[src/rtl/imuldiv_muldiv_frontend.sv]
// Mul/div request front end: steers requests to the multiplier or divider and
// returns their responses strictly in issue order through a small order queue.
module imuldiv_muldiv_frontend #(
  parameter int DEPTH = 4,
  parameter int CW    = 3
) (
  input  logic        clk,
  input  logic        reset,
  input  logic [2:0]  muldivreq_msg_fn,
  input  logic [31:0] muldivreq_msg_a,
  input  logic [31:0] muldivreq_msg_b,
  input  logic        muldivreq_val,
  output logic        muldivreq_rdy,
  output logic [31:0] mulreq_msg_a,
  output logic [31:0] mulreq_msg_b,
  output logic        mulreq_val,
  input  logic        mulreq_rdy,
  input  logic [63:0] mulresp_msg_result,
  input  logic        mulresp_val,
  output logic        mulresp_rdy,
  output logic [1:0]  divreq_msg_fn,
  output logic [31:0] divreq_msg_a,
  output logic [31:0] divreq_msg_b,
  output logic        divreq_val,
  input  logic        divreq_rdy,
  input  logic [63:0] divresp_msg_result,
  input  logic        divresp_val,
  output logic        divresp_rdy,
  output logic [63:0] muldivresp_msg_result,
  output logic        muldivresp_msg_err,
  output logic        muldivresp_val,
  input  logic        muldivresp_rdy
);

  localparam int PW = $clog2(DEPTH);

  typedef enum logic [1:0] {
    TGT_MUL = 2'd0,
    TGT_DIV = 2'd1,
    TGT_ERR = 2'd2
  } target_e;

  logic [1:0]    order_mem [DEPTH];
  logic [PW-1:0] head_reg;
  logic [PW-1:0] tail_reg;
  logic [CW-1:0] count_reg;

  target_e req_tgt;
  target_e head_tgt;
  logic    full;
  logic    empty;
  logic    unit_rdy;
  logic    push;
  logic    pop;

  always_comb begin
    req_tgt = TGT_ERR;
    if (muldivreq_msg_fn == 3'd0)
      req_tgt = TGT_MUL;
    else if (muldivreq_msg_fn <= 3'd4)
      req_tgt = TGT_DIV;
  end

  assign full     = (count_reg == CW'(DEPTH));
  assign empty    = (count_reg == '0);
  assign head_tgt = target_e'(order_mem[head_reg]);

  // Illegal functions never wait on a unit, so only the queue limits them.
  always_comb begin
    unit_rdy = 1'b1;
    case (req_tgt)
      TGT_MUL: unit_rdy = mulreq_rdy;
      TGT_DIV: unit_rdy = divreq_rdy;
      default: unit_rdy = 1'b1;
    endcase
  end

  assign muldivreq_rdy = reset && !full && unit_rdy;
  assign mulreq_val    = reset && muldivreq_val && !full && (req_tgt == TGT_MUL);
  assign divreq_val    = reset && muldivreq_val && !full && (req_tgt == TGT_DIV);
  assign mulreq_msg_a  = muldivreq_msg_a;
  assign mulreq_msg_b  = muldivreq_msg_b;
  assign divreq_msg_a  = muldivreq_msg_a;
  assign divreq_msg_b  = muldivreq_msg_b;
  // fn 1..4 map to 0..3; the low two bits minus one wrap 4 onto 3.
  assign divreq_msg_fn = muldivreq_msg_fn[1:0] - 2'd1;

  // Only the unit owning the head entry may hand back a response.
  always_comb begin
    muldivresp_val        = 1'b0;
    muldivresp_msg_result = '0;
    muldivresp_msg_err    = 1'b0;
    mulresp_rdy           = 1'b0;
    divresp_rdy           = 1'b0;
    if (reset && !empty) begin
      case (head_tgt)
        TGT_MUL: begin
          muldivresp_val        = mulresp_val;
          muldivresp_msg_result = mulresp_val ? mulresp_msg_result : '0;
          mulresp_rdy           = muldivresp_rdy;
        end
        TGT_DIV: begin
          muldivresp_val        = divresp_val;
          muldivresp_msg_result = divresp_val ? divresp_msg_result : '0;
          divresp_rdy           = muldivresp_rdy;
        end
        default: begin
          muldivresp_val     = 1'b1;
          muldivresp_msg_err = 1'b1;
        end
      endcase
    end
  end

  assign push = muldivreq_val && muldivreq_rdy;
  assign pop  = muldivresp_val && muldivresp_rdy;

  always_ff @(posedge clk) begin
    if (!reset) begin
      head_reg  <= '0;
      tail_reg  <= '0;
      count_reg <= '0;
    end else begin
      if (push)
        tail_reg <= tail_reg + 1'b1;
      if (pop)
        head_reg <= head_reg + 1'b1;
      case ({push, pop})
        2'b10:   count_reg <= count_reg + 1'b1;
        2'b01:   count_reg <= count_reg - 1'b1;
        default: count_reg <= count_reg;
      endcase
    end
  end

  always_ff @(posedge clk) begin
    if (push)
      order_mem[tail_reg] <= req_tgt;
  end

endmodule

[config.mk]
export PLATFORM = sky130hd
export DESIGN_NAME = imuldiv_muldiv_frontend
export DESIGN_NICKNAME = d
export VERILOG_FILES = /design/src/rtl/imuldiv_muldiv_frontend.sv
export SDC_FILE = /design/constraint.sdc
export NUM_CORES = 1
export LEC_CHECK = 0
export ABC_CLOCK_PERIOD_IN_PS = 3800
export CAP_MARGIN = 10
export CORE_AREA = 4 4 153 155
export CTS_CLUSTER_SIZE = 12
export DETAILED_ROUTE_END_ITERATION = 16
export DIE_AREA = 0 0 157 159
export GPL_ROUTABILITY_DRIVEN = 0
export HOLD_SLACK_MARGIN = 0.15
export PLACE_DENSITY = 0.59
export SETUP_SLACK_MARGIN = 0.2
export SKIP_LAST_GASP = 1
export SYNTH_ARGS = -nofsm -noshare
export SYNTH_HDL_FRONTEND = slang
export SYNTH_SLANG_ARGS = --single-unit
[constraint.sdc]
create_clock -name clk -period 3.8 [get_ports clk]
set_clock_uncertainty 0.2 [all_clocks]
set_input_delay 0.38 -clock clk [delete_from_list [all_inputs] [get_ports clk]]
set_output_delay 0.38 -clock clk [all_outputs]
set_load 0.005 [all_outputs]
After elaboration in Yosys (flattened, before gate mapping)
Memory sizes are Yosys's and may differ from the RTL's. A register that Yosys moved wholly into a read port is not among the register bits.
Index checks and enable logic that the tools add are counted.
W data, S select, Z words.
{ "op_classes": {"n_lt_le_gt_ge": 1, "mux": 20, "n_reduce_logical": 17, "n_eq_ne": 5, "add_sub_neg": 5} }
{ "op_table": {"columns": ["cell", "count"], "rows": [
  ["$mux W64", 3],
  ["$pmux W64 S2", 1],
  ["$logic_and A1 B1 Y1", 9],
  ["$mux W1", 9],
  ["$mux W2", 4],
  ["$eq A2 B1 Y1 const B", 3],
  ["$logic_not A3 Y1", 2],
  ["$pmux W3 S2", 1],
  ["$add A2 B1 Y2 const B", 2],
  ["$logic_not A2 Y1", 2],
  ["$pmux W1 S2", 2],
  ["$add A3 B1 Y3 const B", 1],
  ["$eq A3 B3 Y1 const B", 1],
  ["$le A3 B3 Y1 const B", 1],
  ["$sub A3 B1 Y3 const B", 1],
  ["$eq A2 B2 Y1 const B", 1],
  ["$logic_not A1 Y1", 2],
  ["$reduce_bool A2 Y1", 1],
  ["$reduce_or A2 Y1", 1],
  ["$sub A2 B1 Y2 const B", 1]
]} }
{ "word_totals": {"in_bits": 203, "wordCells": 52, "out_inout_bits": 201, "mem_bits_rw": 8, "reg_bits": 7, "n_memories": 1} }
{ "mem_list": {"columns": ["name", "depth", "word_bits", "read_ports", "rd_ports_with_merged_regs", "write_ports", "line_no", "rtl"], "rows": [
  ["order_mem", 4, 2, 1, 1, 1, "43", "logic [1:0] order_mem [DEPTH];"]
]} }

Longest topological paths before layout
{ "depth": {"ltp_word": 9, "ltp_mapped": 13, "ltp_nobuf": 13} }

Least setup slack after synthesis
OpenSTA, ideal clock, no wires.
{ "synth_timing": {"path_kind": "input to register", "start": "in muldivreq_msg_fn[0]", "end": "reg count_reg[2]", "stages": 12, "setup_time_ns": 0.076, "arrival_ns": 2.631, "setup_slack_ns": 0.893, "required_ns": 3.524, "path_buffers": 0, "cell_sequence": "inv_1 > ha_1 > ha_1 > a221oi_1 > nor2_1 > inv_1 > ha_1 > inv_1 > fa_1 > xor2_1 > or3_1 > a21boi_0"} }
{ "synth_between": {"elab_chain_len": 9, "elab_cells_between_ends": 13, "cone_classes": "order compare: 1; eq/ne: 3; mux: 4; reduce/logical: 5"} }
{ "synth_lines": {"columns": ["item", "line_no", "rtl"], "rows": [
  ["start, declared", "9", "input logic [2:0] muldivreq_msg_fn,"],
  ["$le A3 B3 Y1", "60", "else if (muldivreq_msg_fn <= 3'd4)"],
  ["$mux W2", "60", null],
  ["$mux W2 *", "58", "if (muldivreq_msg_fn == 3'd0)"],
  ["$eq A2 B1 Y1 or $logic_not A2 Y1 (tied branches)", "71", "case (req_tgt)"],
  ["$pmux W1 S2 *", "71", null],
  ["$logic_and A1 B1 Y1 *", "78", "assign muldivreq_rdy = reset && !full && unit_rdy;"],
  ["$logic_and A1 B1 Y1 *", "115", "assign push = muldivreq_val && muldivreq_rdy;"],
  ["$eq A2 B1 Y1 or $eq A2 B2 Y1 (tied branches)", "128", "case ({push, pop})"],
  ["$pmux W3 S2 or $reduce_bool A2 Y1 (tied branches)", null, null],
  ["end signal, assigned", "129", "2'b10: count_reg <= count_reg + 1'b1;"],
  ["end signal, assigned", "130", "2'b01: count_reg <= count_reg - 1'b1;"],
  ["end signal, assigned", "131", "default: count_reg <= count_reg;"],
  ["end, declared", "46", "logic [CW-1:0] count_reg;"]
]} }
Mark *: on every way between the ends. The rest lies on a longest branch, timed or not.
A chain may end at the register's enable or synchronous reset.

==> metrics.txt <==
hold_buf cts 0; Non-Filler Instances 655; cell chosen for the clock root clkbuf_16; unrepaired setup endpoints after global routing false; number of sinks handled by clock tree synthesis 17; total number of vias 2364; crit path capture type output pin; final routed wire length divided by cell count 16.6 microns; power density relative to cell area 161 nW/um^2; vias per std cell 3.61; startpoint kind of the worst setup timing path flop; CTS tree built; area share of the largest cell type after synthesis 0.372; via count of the first global-routing pass 2335; initial antenna violation count 1; All-Layer GR Usage 0.0747; Layout area overhead 59.1%; Max Root-Sink Buffers 2; ratio of cells with drive above 1 in the final layout 0.0348; count of max-cap constraint violations 0; Final #Nets 589; clock period minus final worst setup slack 3.35 ns; kind of critical path reg -> out; leakage dissipation 1.45 nW; maximum number of pins on one net before global-route repair 65; Initial Util 0.119; Relative slew margins 0.309; register-to-register path setup slack 0.78 ns; global route overflow 0; Final Max Slew Viols 0; number of cells on the worst reg-to-reg path 10; end point of the most critical hold path head_reg[1]$_SDFFE_PN0P_; remaining design rule violation count 0; share of synthesized area occupied by flip-flops and latches 0.162; clock buffer count from CTS 3; CTS resizes 0; number of instances in the synthesized netlist 298; final cell area excluding filler cells 4140 sq um; result of the run finished clean; core outline area 21800 sq um; Post-Route WL 10900 microns; Post-Syn Nets 512; number of distinct library cell variants in the gate-level netlist after synthesis 33; placed standard-cell area 4060 sq um; Total Power Consumption 668 uW; Clk pin slew, worst setup/hold paths 0.05 ns; number of DRC markers in iteration 0 192; drt first pass iters 6; DP HPWL 9120 microns; dominant cell type by area after synthesis buf_4; DIE AREA 25000 sq um; data arrival time of the critical path 2.77 ns; number of port buffers 211; count of endpoints failing setup in the final report 0; dominant cells by area after synthesis buf_4, a22o_1, edfxtp_1; standard-cell row count 54; Die Ht 159 microns; peak supply drop 0.000130 V; Yosys Warn Count 0; count of final hold-check violations 0; placed insts 650; # IOs 404; worst min-delay path startpoint head_reg[1]$_SDFFE_PN0P_; cell depth of the worst min-delay path 1; global-route wire length before repair 14600 microns; area of the mapped netlist 2600 sq um; required time of the critical path 3.22 ns; overall die width 157 microns; final period utilization 0.881; post-route setup TNS 0 ns; highest clock frequency the design can meet 299 MHz; worst-margin pin slew 1.03 ns; clock latency on the worst-skew pair 0.24 ns; Max H-tree Level 1; flip-flop and latch count after synthesis 17; maximum fanout along the worst path 64; Final ANT Viol Nets 0; post-CTS setup repair buffer count 0; worst r2r dst count_reg[2]$_SDFFE_PN0P_; post-layout utilization of the core 0.190; classification of the worst-slack hold path reg -> reg; mean instance size in the synthesized netlist 8.73 sq um
## per-layer routing
layer / wire length, microns / GRT usage / vias to the layer above
li1: - / - / 1074
met1: 3960 / 0.0815 / 1020
met2: 4510 / 0.112 / 260
met3: 2290 / 0.0639 / 6
met4: 40 / 0.00947 / 4
met5: 63 / 0.0238 / -
## cells in the mapped netlist
cell type and number:
a21boi_0 1, a221oi_1 1, a22o_1 64, and2_1 7, buf_2 6, buf_4 129
buf_6 6, clkbuf_1 1, dfxtp_1 9, edfxtp_1 8, fa_1 1, ha_1 10
inv_1 15, mux2_2 1, mux2i_1 1, mux4_2 2, nand2_1 5, nand3_1 2
nor2_1 9, nor2b_1 2, nor3_2 1, nor4b_2 1, o211ai_1 1, o21ai_0 2
o311ai_1 1, o31a_1 2, o31ai_1 3, o41ai_1 1, or2_2 1, or3_1 1
or3b_2 1, xnor2_1 2, xor2_1 1
## worst max-delay path by stage
stage	cells past startpoint	endpoint	from	slack [ns]
detailed placement	13	count_reg[2]$_SDFFE_PN0P_	muldivreq_msg_fn[0]	0.25
finish	5	muldivresp_msg_result[60]	flop	0.45
global route	13	count_reg[2]$_SDFFE_PN0P_	muldivreq_msg_fn[0]	0.26
floorplan	12	count_reg[2]$_SDFFE_PN0P_	muldivreq_msg_fn[0]	0.89
global placement	13	count_reg[2]$_SDFFE_PN0P_	muldivreq_msg_fn[0]	0.32
CTS	5	muldivresp_msg_result[62]	flop	0.44
## cell type report
type	instances	area, sq um
multi-input cells	124	1070
inverters	15	56.3
clock buffers	4	78.8
repair buffers	214	2160
diodes	1	2.50
well taps	280	350
fillers	2417	17700
flip-flops and latches	17	420
## critical path, stage by stage (launching register included)
cell	delay [ns]
dfxtp_1	0.38
mux4_2	0.64
nor4b_4	0.36
buf_12	0.27
a22o_1	0.21
clkdlybuf4s50_1	0.57
## logic make-up (layout without fill, tap and decap cells)
| family | after synthesis | count (layout) | synth area share |
|---|---|---|---|
| buf+inv | 157 | 233 | 0.433 |
| compound gates | 76 | 76 | 0.251 |
| simple gates | 30 | 30 | 0.0635 |
| flops | 17 | 17 | 0.162 |
| fa+ha+maj | 11 | 11 | 0.0558 |
| mux | 4 | 4 | 0.0255 |
| xor+xnor | 3 | 3 | 0.0101 |
| other cells | 0 | 1 | 0 |
## power by group
group | internal [mW] | total [mW] | switching [mW]
logic | 0.180 | 0.256 | 0.0756
registers | 0.200 | 0.207 | 0.00679
clock network | 0.142 | 0.205 | 0.0627
total | 0.522 | 0.668 | 0.145
## metrics by stage
| stage | worst slack (ns) | hold WS (ns) |
|---|---|---|
| 3_3_place_gp | 0.316 | 0.291 |
| 3_5_place_dp | 0.249 | 0.289 |
| 5_1_grt | 0.259 | 0.355 |
| 4_1_cts | 0.437 | 0.296 |
| 6_report | 0.453 | 0.297 |
| 2_1_floorplan | 0.893 | 0.265 |
## cells in the final DEF (no fill, tap or decap), types with 2 or more instances in the layout
master	synthesis	final
a22o_1	64	64
and2_1	7	7
buf_12	0	2
clkbuf_16	0	3
clkdlybuf4s50_1	0	211
dfxtp_1	9	9
edfxtp_1	8	8
ha_1	10	10
inv_1	15	15
mux4_2	2	2
nand2_1	5	5
nand3_1	2	2
nor2_1	9	9
nor2b_1	2	2
o21ai_0	2	2
o31a_1	2	2
o31ai_1	3	3
xnor2_1	2	2
No activity file was read; power rests on OpenSTA's default activity.
